--- config.mk ---
export PLATFORM = sky130hd
export DESIGN_NAME = serial_adder
export DESIGN_NICKNAME = d
export VERILOG_FILES = /design/src/rtl/serial_pkg.sv /design/src/rtl/full_adder.sv /design/src/rtl/serial_adder.sv
export SDC_FILE = /design/constraint.sdc
export NUM_CORES = 1
export LEC_CHECK = 0
export ABC_AREA = 1
export BUFFER_PORTS_ARGS = -buffer_cell sky130_fd_sc_hd__buf_4
export CAP_MARGIN = 20
export CORE_MARGIN = 2
export CORE_UTILIZATION = 46
export CTS_BUF_LIST = sky130_fd_sc_hd__clkbuf_2
export CTS_CLUSTER_DIAMETER = 60
export CTS_CLUSTER_SIZE = 8
export DETAILED_ROUTE_END_ITERATION = 8
export PLACE_DENSITY = 0.7
export SLEW_MARGIN = 20
export SYNTH_ARGS = -nofsm -noshare
export SYNTH_HDL_FRONTEND = slang
export SYNTH_SLANG_ARGS = --single-unit
--- constraint.sdc ---
create_clock -name clk -period 2.24 [get_ports clk]
set_input_delay 0 -clock clk [delete_from_list [all_inputs] [get_ports clk]]
set_output_delay 0 -clock clk [all_outputs]
set_load 0.01 [all_outputs]
--- src/rtl/serial_pkg.sv ---
// Shared types for the bit-serial adder: FSM state encoding and counter sizing.
package serial_pkg;

   typedef enum logic [1:0] {
      IDLE,
      RUN,
      HOLD
   } state_t;

   localparam int DEF_WIDTH = 16;

   // Bit counter must index bits 0..width-1 without ever wrapping.
   function automatic int cnt_width(input int width);
      return (width > 1) ? $clog2(width) : 1;
   endfunction

   localparam int DEF_CNT_W = cnt_width(DEF_WIDTH);

endpackage

--- src/rtl/full_adder.sv ---
// One-bit full adder: the bit slice that the serial adder iterates over.
module full_adder (
   input  logic a,
   input  logic b,
   input  logic cin,
   output logic sum,
   output logic cout
);

   assign sum  = a ^ b ^ cin;
   assign cout = (a & b) | (cin & (a ^ b));

endmodule

--- src/rtl/serial_adder.sv ---
// Bit-serial WIDTH-bit adder: LSB first, one bit per clock through a single full adder,
// with valid/ready handshakes on both the operand and result sides.
module serial_adder
   import serial_pkg::*;
#(
   parameter int WIDTH = DEF_WIDTH
) (
   input  logic             clk,
   input  logic             rst,
   input  logic             in_valid,
   output logic             in_ready,
   input  logic [WIDTH-1:0] a,
   input  logic [WIDTH-1:0] b,
   input  logic             cin,
   output logic             out_valid,
   input  logic             out_ready,
   output logic [WIDTH-1:0] sum,
   output logic             cout,
   output logic             ovf,
   output logic             zr
);

   localparam int CNT_W = cnt_width(WIDTH);
   localparam logic [CNT_W-1:0] LAST_BIT = CNT_W'(WIDTH - 1);

   state_t           state;
   state_t           state_nx;
   logic [WIDTH-1:0] a_sh;
   logic [WIDTH-1:0] b_sh;
   logic [WIDTH-1:0] sum_sh;
   logic [WIDTH-1:0] sum_nx;
   logic             carry;
   logic [CNT_W-1:0] cnt;
   logic             fa_sum;
   logic             fa_cout;
   logic             last_bit;
   logic             c_msb_in;
   logic             cout_q;
   logic             ovf_q;
   logic             zr_q;

   full_adder u_fa (
      .a    (a_sh[0]),
      .b    (b_sh[0]),
      .cin  (carry),
      .sum  (fa_sum),
      .cout (fa_cout)
   );

   assign last_bit = (cnt == LAST_BIT);
   // On the last RUN cycle the registered carry is the carry into the MSB.
   assign c_msb_in = carry;
   assign sum_nx   = {fa_sum, sum_sh[WIDTH-1:1]};

   // NOTE: sequential state uses non-blocking assignments so every register samples pre-edge values.
   always_ff @(posedge clk) begin
      if (rst) state <= IDLE;
      else     state <= state_nx;
   end

   // NOTE: every output of this block gets a default first, so no path can infer a latch.
   always_comb begin
      state_nx  = state;
      in_ready  = 1'b0;
      out_valid = 1'b0;
      case (state)
         IDLE: begin
            in_ready = 1'b1;
            if (in_valid) state_nx = RUN;
         end
         RUN: begin
            if (last_bit) state_nx = HOLD;
         end
         HOLD: begin
            out_valid = 1'b1;
            if (out_ready) state_nx = IDLE;
         end
         default: state_nx = IDLE;
      endcase
   end

   always_ff @(posedge clk) begin
      if (rst) begin
         a_sh   <= '0;
         b_sh   <= '0;
         sum_sh <= '0;
         carry  <= 1'b0;
         cnt    <= '0;
         cout_q <= 1'b0;
         ovf_q  <= 1'b0;
         zr_q   <= 1'b0;
      end else begin
         case (state)
            IDLE: begin
               if (in_valid) begin
                  a_sh  <= a;
                  b_sh  <= b;
                  carry <= cin;
                  cnt   <= '0;
               end
            end
            RUN: begin
               a_sh   <= a_sh >> 1;
               b_sh   <= b_sh >> 1;
               sum_sh <= sum_nx;
               carry  <= fa_cout;
               if (last_bit) begin
                  // Flags are registered on entry to HOLD so they stay bit-stable under backpressure.
                  cout_q <= fa_cout;
                  ovf_q  <= c_msb_in ^ fa_cout;
                  zr_q   <= (sum_nx == '0);
               end else begin
                  cnt <= cnt + CNT_W'(1);
               end
            end
            default: ;
         endcase
      end
   end

   assign sum  = sum_sh;
   assign cout = cout_q;
   assign ovf  = ovf_q;
   assign zr   = zr_q;

endmodule

* Word level (Yosys, flattened, before mapping) *
Index checks and enable logic that the tools add are counted.

storage, ports and cells
  logic and storage cells = 45
  input port bits = 37
  output and inout bits = 21
  flip-flop bits (word level) = 58

cells by class
  bitwise logic cells = 6
  reduce and logical (&&, ||, !) cells = 7
  muxes and demuxes = 15
  $add $sub $neg = 1
  eq/ne operators = 7

operators with widths
  cell                                                              number
  16-bit case mux with 2 select lines                               2
  16-bit two-way mux                                                2
  16-bit zero test                                                  1
  4-bit two-way mux                                                 2
  2-bit != test (second input constant)                             4
  4-bit case mux with 2 select lines                                1
  2-bit two-way mux                                                 3
  2-bit case mux with 3 select lines                                1
  3-bit AND reduction                                               2
  4-bit by 1-bit adder with 4-bit output (second input constant)    1
  4-bit == test (second input constant)                             1
  2-bit AND reduction                                               2
  1-bit two-way mux                                                 3
  1-bit bitwise XOR                                                 3
  1-bit bitwise AND                                                 2
  2-bit by 1-bit == test with 1-bit output (second input constant)  1
  2-bit == test (second input constant)                             1
  2-bit zero test                                                   1
  1-bit case mux with 2 select lines                                1
  2-bit nonzero test                                                1
  1-bit OR                                                          1

* Depth between registers and ports, before layout *
  depth after elaboration = 4
  depth in mapped cells = 7
  gate-level depth less buffers = 7

* Modules after synthesis *
Synthesis repeated with hierarchy kept, for this count alone.

unflattened totals
  cells, all modules = 390
  area, all modules = 2,567.5 um^2

by module, submodules not included
  module        area each (um^2)  times used  cells each  seq. area each (um^2)
  serial_adder  2,547.4           1           389         1,161.1
  full_adder    20.0              1           1           0.0

* Worst setup path after synthesis *
No wires, ideal clock.

  path type = register to register
  start point = register carry (netlist: c_msb_in)
  end point = register zr_q (netlist: zr)
  data required time = 2.170 ns
  library setup time = 0.070 ns
  buffers on the path = 0
  stages on the path, launching flop included = 7
  period minus slack after synthesis = 1.237 ns
  data arrival time = 1.168 ns
  setup slack = 1.003 ns
  cells stage by stage = dfxtp_1 fa_1 nor2_1 nand2_1 nor2_1 nand2_1 a21oi_1

on the way
  cells in the longest elaborated chain, start to end = 2

RTL lines
  item                    RTL line             text
  from (decl)             serial_adder.sv:32   logic carry;
  from (signal assigned)  serial_adder.sv:98   carry <= cin;
  from (signal assigned)  serial_adder.sv:106  carry <= fa_cout;
  1-bit bitwise XOR       full_adder.sv:10     assign sum = a ^ b ^ cin;
  named net fa_sum        serial_adder.sv:34   logic fa_sum;
  16-bit zero test        serial_adder.sv:111  zr_q <= (sum_nx == '0);
  to (signal assigned)    serial_adder.sv:111
  to (decl)               serial_adder.sv:40   logic zr_q;

The timed path passes the listed nets, and every way through them passes these cells.
A chain may end at the register's enable or synchronous reset.

* Final worst setup path *
  start point = register cnt[0]
  end point = register state[1]

on the way
  cells in the longest elaborated chain, start to end = 3

RTL lines
  item                           RTL line             text
  from (decl)                    serial_adder.sv:33   logic [CNT_W-1:0] cnt;
  from (signal assigned)         serial_adder.sv:113  cnt <= cnt + CNT_W'(1);
  4-bit == test                  serial_adder.sv:50   assign last_bit = (cnt == LAST_BIT);
  2-bit != test (no line)        -
  3-bit AND reduction (no line)  -
  to (signal assigned)           serial_adder.sv:58   else state <= state_nx;
  to (decl)                      serial_adder.sv:26   state_t state;

No other way between the ends.

==> flow_results.org <==
** Clocking
- Later-pin clock latency in the skew report :: 0.47 ns
- TritonCTS built the clock tree.
- The root buffer cell chosen for the clock tree is sky130_fd_sc_hd__clkbuf_2.
- TritonCTS buffer count :: 9
- Register clock-pin slew on the reported worst setup and hold paths :: around 0.15 ns
- The H-tree was split into 3 levels.
- Worst-case clock buffer depth :: 2
- Sinks on Clock Net :: 58
- Count of cells resized by post-cts repair :: 0
- Number of post-CTS setup repair buffers :: 0

** STA
- Count of endpoints failing setup in the final report :: 0
- At the pin with the least slew margin, the transition time is around 0.63 ns.
- Final-report hold violation count :: 0
- Period utilisation layout :: 80.6%
- For the finished layout, the period the worst path requires is roughly 1.8 ns.
- Hold slack :: slightly below 0.3 ns
- Setup repair after global routing left no endpoint under its margin.
- Timing would allow up to between 500 and 600 MHz.
- After routing, the total negative slack on setup checks comes to 0 ns.
- Worst path setup slack after routing :: 0.435 ns
- The max-slew violation total from the final report was 0.
- Relative slew margins :: between 50 and 60%
- Worst Clk Skew :: 0.0184 ns

** Routing
- Total number of vias :: roughly 2,600
- In the routed design, unresolved DRC markers number 0.
- Post-route ant nets :: 0
- The first TritonRoute pass finished after 5 iterations.
- In the routed layout, each cell is associated on average with a via count of approximately 4.7.
- WL final :: between 6 and 7 mm
- DR iter-0 viols :: 147
- Wire length per cell :: ~11 um

** Place
- GP Congestion :: slightly below 0.8
- Detailed placer's ending HPWL :: roughly 3.8 mm
- Setup slack at placement :: 0.538 ns
- Number of port buffers :: 57

** Synth
- Sorting the synthesized cells by area gives the leading types as sky130_fd_sc_hd__dfxtp_1 (46%), sky130_fd_sc_hd__nand2_1 (17%), sky130_fd_sc_hd__nor2_1 (16%).
- XOR/XNOR Fraction of Synth Area :: less than 1%
- Of all flip-flops after synthesis, the portion carrying an async set or reset was 0%.
- The share of the Yosys chip area taken by registers is between 40 and 50%.
- Summing the areas of all compound-gate instances in the mapped netlist gives between 10 and 15% of the synthesized area.
- The top cell type by area accounts for 45.6% of the synthesized area.
- Post-synth cell types :: 22
- YS warnings :: 0
- In the synthesized netlist, mux cells make up 0% of the area.
- The synthesized design contains 0 enable-type register cells.
- Mean instance size in the synthesized netlist :: 6.64 sq um
- Simple-gate portion of the synthesized area :: a little over a third
- Yosys top cell by area :: sky130_fd_sc_hd__dfxtp_1
- Counting every net in the synthesized netlist gives between 400 and 500.
- Among all flip-flop cells after synthesis, the most frequent one is sky130_fd_sc_hd__dfxtp_1.
- The synthesized netlist devotes 1.28% of its cell area to adder and majority cells.
- The commonest cells after synthesis are sky130_fd_sc_hd__nand2_1 (116), sky130_fd_sc_hd__nor2_1 (109), sky130_fd_sc_hd__dfxtp_1 (58).
- Cell area after synthesis :: between 2000 and 3000 sq um
- Dominant combinational cell family by area after synthesis :: simple AND/OR/NAND/NOR gates
- Counting flops and latches in the post-synthesis netlist gives 58.
- In the post-synthesis netlist, the cell with the most instances is sky130_fd_sc_hd__nand2_1.
- Synthesis handed over a netlist of roughly 380 instances.

** Setup path
- Data arrives at the worst endpoint at 2.23 ns.
- In this run the worst path has a maximum fanout of 5.
- Chain of cells forming the critical path :: ha_1 > nand3_1 > nor2_4 > inv_1 > a21oi_1 > dlygate4sd3_1
- The worst register-to-register path begins at cnt[0].
- CP Launch Type :: register
- The cell family contributing the most delay on the critical path is buffers and inverters.
- The worst register-to-register path ends at state[1].
- STA classifies the critical path endpoint as a register.
- Crit path max-delay cell type :: sky130_fd_sc_hd__dlygate4sd3_1
- Required time of the critical path :: 2.66 ns
- Count of buffering cells on the critical path with inverters included :: 2
- Worst reg-to-reg path cell count :: 6
- The largest single stage delay on the critical path is roughly 0.57 ns.
- WS Path Type :: reg -> reg
- Across all register-to-register paths, the minimum setup slack is 0.43 ns.

** Floorplan
- Die span in x :: about 78 um
- Core ar. :: roughly 5400 sq um
- Die Y-Extent :: 78.4 um
- The floorplan step defined a die boundary enclosing 6150 sq um.
- The initialized floorplan defines 27 standard-cell rows.
- Pin placement for this block handled slightly below 60 I/O pins.
- Effective utilization at floorplan :: a little under half

** Global route
- The via count of the first global-routing pass was about 2,400.
- Global-route wire length before repair :: ~10 mm
- The total overflow left after global routing is 0.
- Global routing consumed, over all layers together, 21.5% of the routing resources.
- Entering global routing, the biggest net connects 37 pins.
- The initial antenna violation count was 0.

** Cells and area
- The repair_antennas step left the layout with diodes totalling 0.
- Proportion of layout cells with a drive suffix above 1 :: between 10% and 20%
- Final cell utilization of the core :: around 63%
- Final nets :: 511
- Growth of design area from synthesis to finish :: 35.1%

** Power and ir drop
- In this run the static leakage power is ~0.0017 uW.
- Worst IR Drop VDD :: between 0.3 and 0.4 mV
- Power per cell area :: 624 nW/um^2

** Hold path
- Number of stages on the worst hold path :: 3
- Beginning of the worst hold path :: rst
- Min-Delay Path Class :: in -> reg
- The worst hold path terminates at cnt[2].

** Status
- The run finished with clean final reports.

** Flow run
- Across the run, the number of max-cap violations was 0.
[registers in the layout, indices dropped and copies added (netlist names)]
register,flops
a_sh,16
b_sh,16
sum,16
cnt,4
state,2
c_msb_in,1
cout,1
ovf,1
zr,1
[cell type report]
cell class                      instances  area (sq um)
Inverter                                7          26.3
Multi-Input combinational cell        297          1260
Clock buffer                           11          55.1
Fill cell                             514          2000
Sequential cell                        58          1160
Clock inverter                          5          21.3
Timing Repair Buffer                   99           833
Tap cell                               72          90.1
[where the power goes]
part / total, uW / internal (uW) / leakage [uW] / switching [uW]
combinational: 465 / 220 / 0.00113 / 245
clock: 509 / 142 / 0.0000582 / 368
sequential: 1170 / 1120 / 0.000479 / 56.4
[tightest hold or removal path: stages]
cell                            delay, ns
sky130_fd_sc_hd__dlygate4sd3_1       0.52
sky130_fd_sc_hd__buf_4               0.16
sky130_fd_sc_hd__a21oi_1             0.05
[through the flow]
step	cell area (sq um)	total power, uW	std cells
finish	3440	2150	549
floorplan	2550	1460	384
global placement	3010	1600	497
global route	3440	2290	549
CTS	3440	2160	549
detailed placement	3010	1610	497
[layout by cell type (no fill, tap or decap), types with 2 or more instances in the layout]
cell,synthesis,final
sky130_fd_sc_hd__nand3_1,3,3
sky130_fd_sc_hd__nor2_1,109,109
sky130_fd_sc_hd__inv_1,5,5
sky130_fd_sc_hd__clkbuf_2,1,11
sky130_fd_sc_hd__clkinv_1,0,3
sky130_fd_sc_hd__inv_2,2,2
sky130_fd_sc_hd__o21ai_0,44,44
sky130_fd_sc_hd__xor2_1,2,2
sky130_fd_sc_hd__clkinv_2,0,2
sky130_fd_sc_hd__dlygate4sd3_1,0,36
sky130_fd_sc_hd__o21ai_1,5,5
sky130_fd_sc_hd__nor2_4,2,2
sky130_fd_sc_hd__nand2_1,116,116
sky130_fd_sc_hd__a21oi_1,10,10
sky130_fd_sc_hd__dfxtp_1,58,58
sky130_fd_sc_hd__buf_4,2,63
[what timing repair did]
action,in CTS,in global routing
endpoints found under the hold margin,39,0
setup endpoints to repair,0,0
hold buffers,36,0
[layer usage]
layer  vias to the layer above  global-route usage, %  part of all wire [%]
li1                       1384                      -                     -
met3                        13                   4.60                   4.8
met4                         0                   11.4                   2.1
met2                        65                   34.7                    44
met1                      1105                   26.9                    49
met5                         -                      0                     0
[kinds of logic (layout without fill, tap and decap cells)]
group,Yosys count,count (layout)
buffers and inverters,29,122
AO/OA/AOI/OAI,61,61
XOR/XNOR,2,2
flip-flops,58,58
adder cells (fa/ha/maj),2,2
AND/OR/NAND/NOR,232,232
[worst max path at each step]
| stage | from | cells after the start | slack (ns) | to |
|---|---|---|---|---|
| 6_report | cnt[0] | 6 | 0.43 | state[1] |
| 2_1_floorplan | c_msb_in | 6 | 1.00 | zr |
| 4_1_cts | state[1] | 7 | 0.49 | state[1] |
| 3_5_place_dp | state[0] | 4 | 0.54 | b_sh[5] |
| 5_1_grt | state[0] | 4 | 0.24 | b_sh[5] |
| 3_3_place_gp | state[0] | 4 | 0.56 | c_msb_in |
Power figures use the tool's default switching activity.
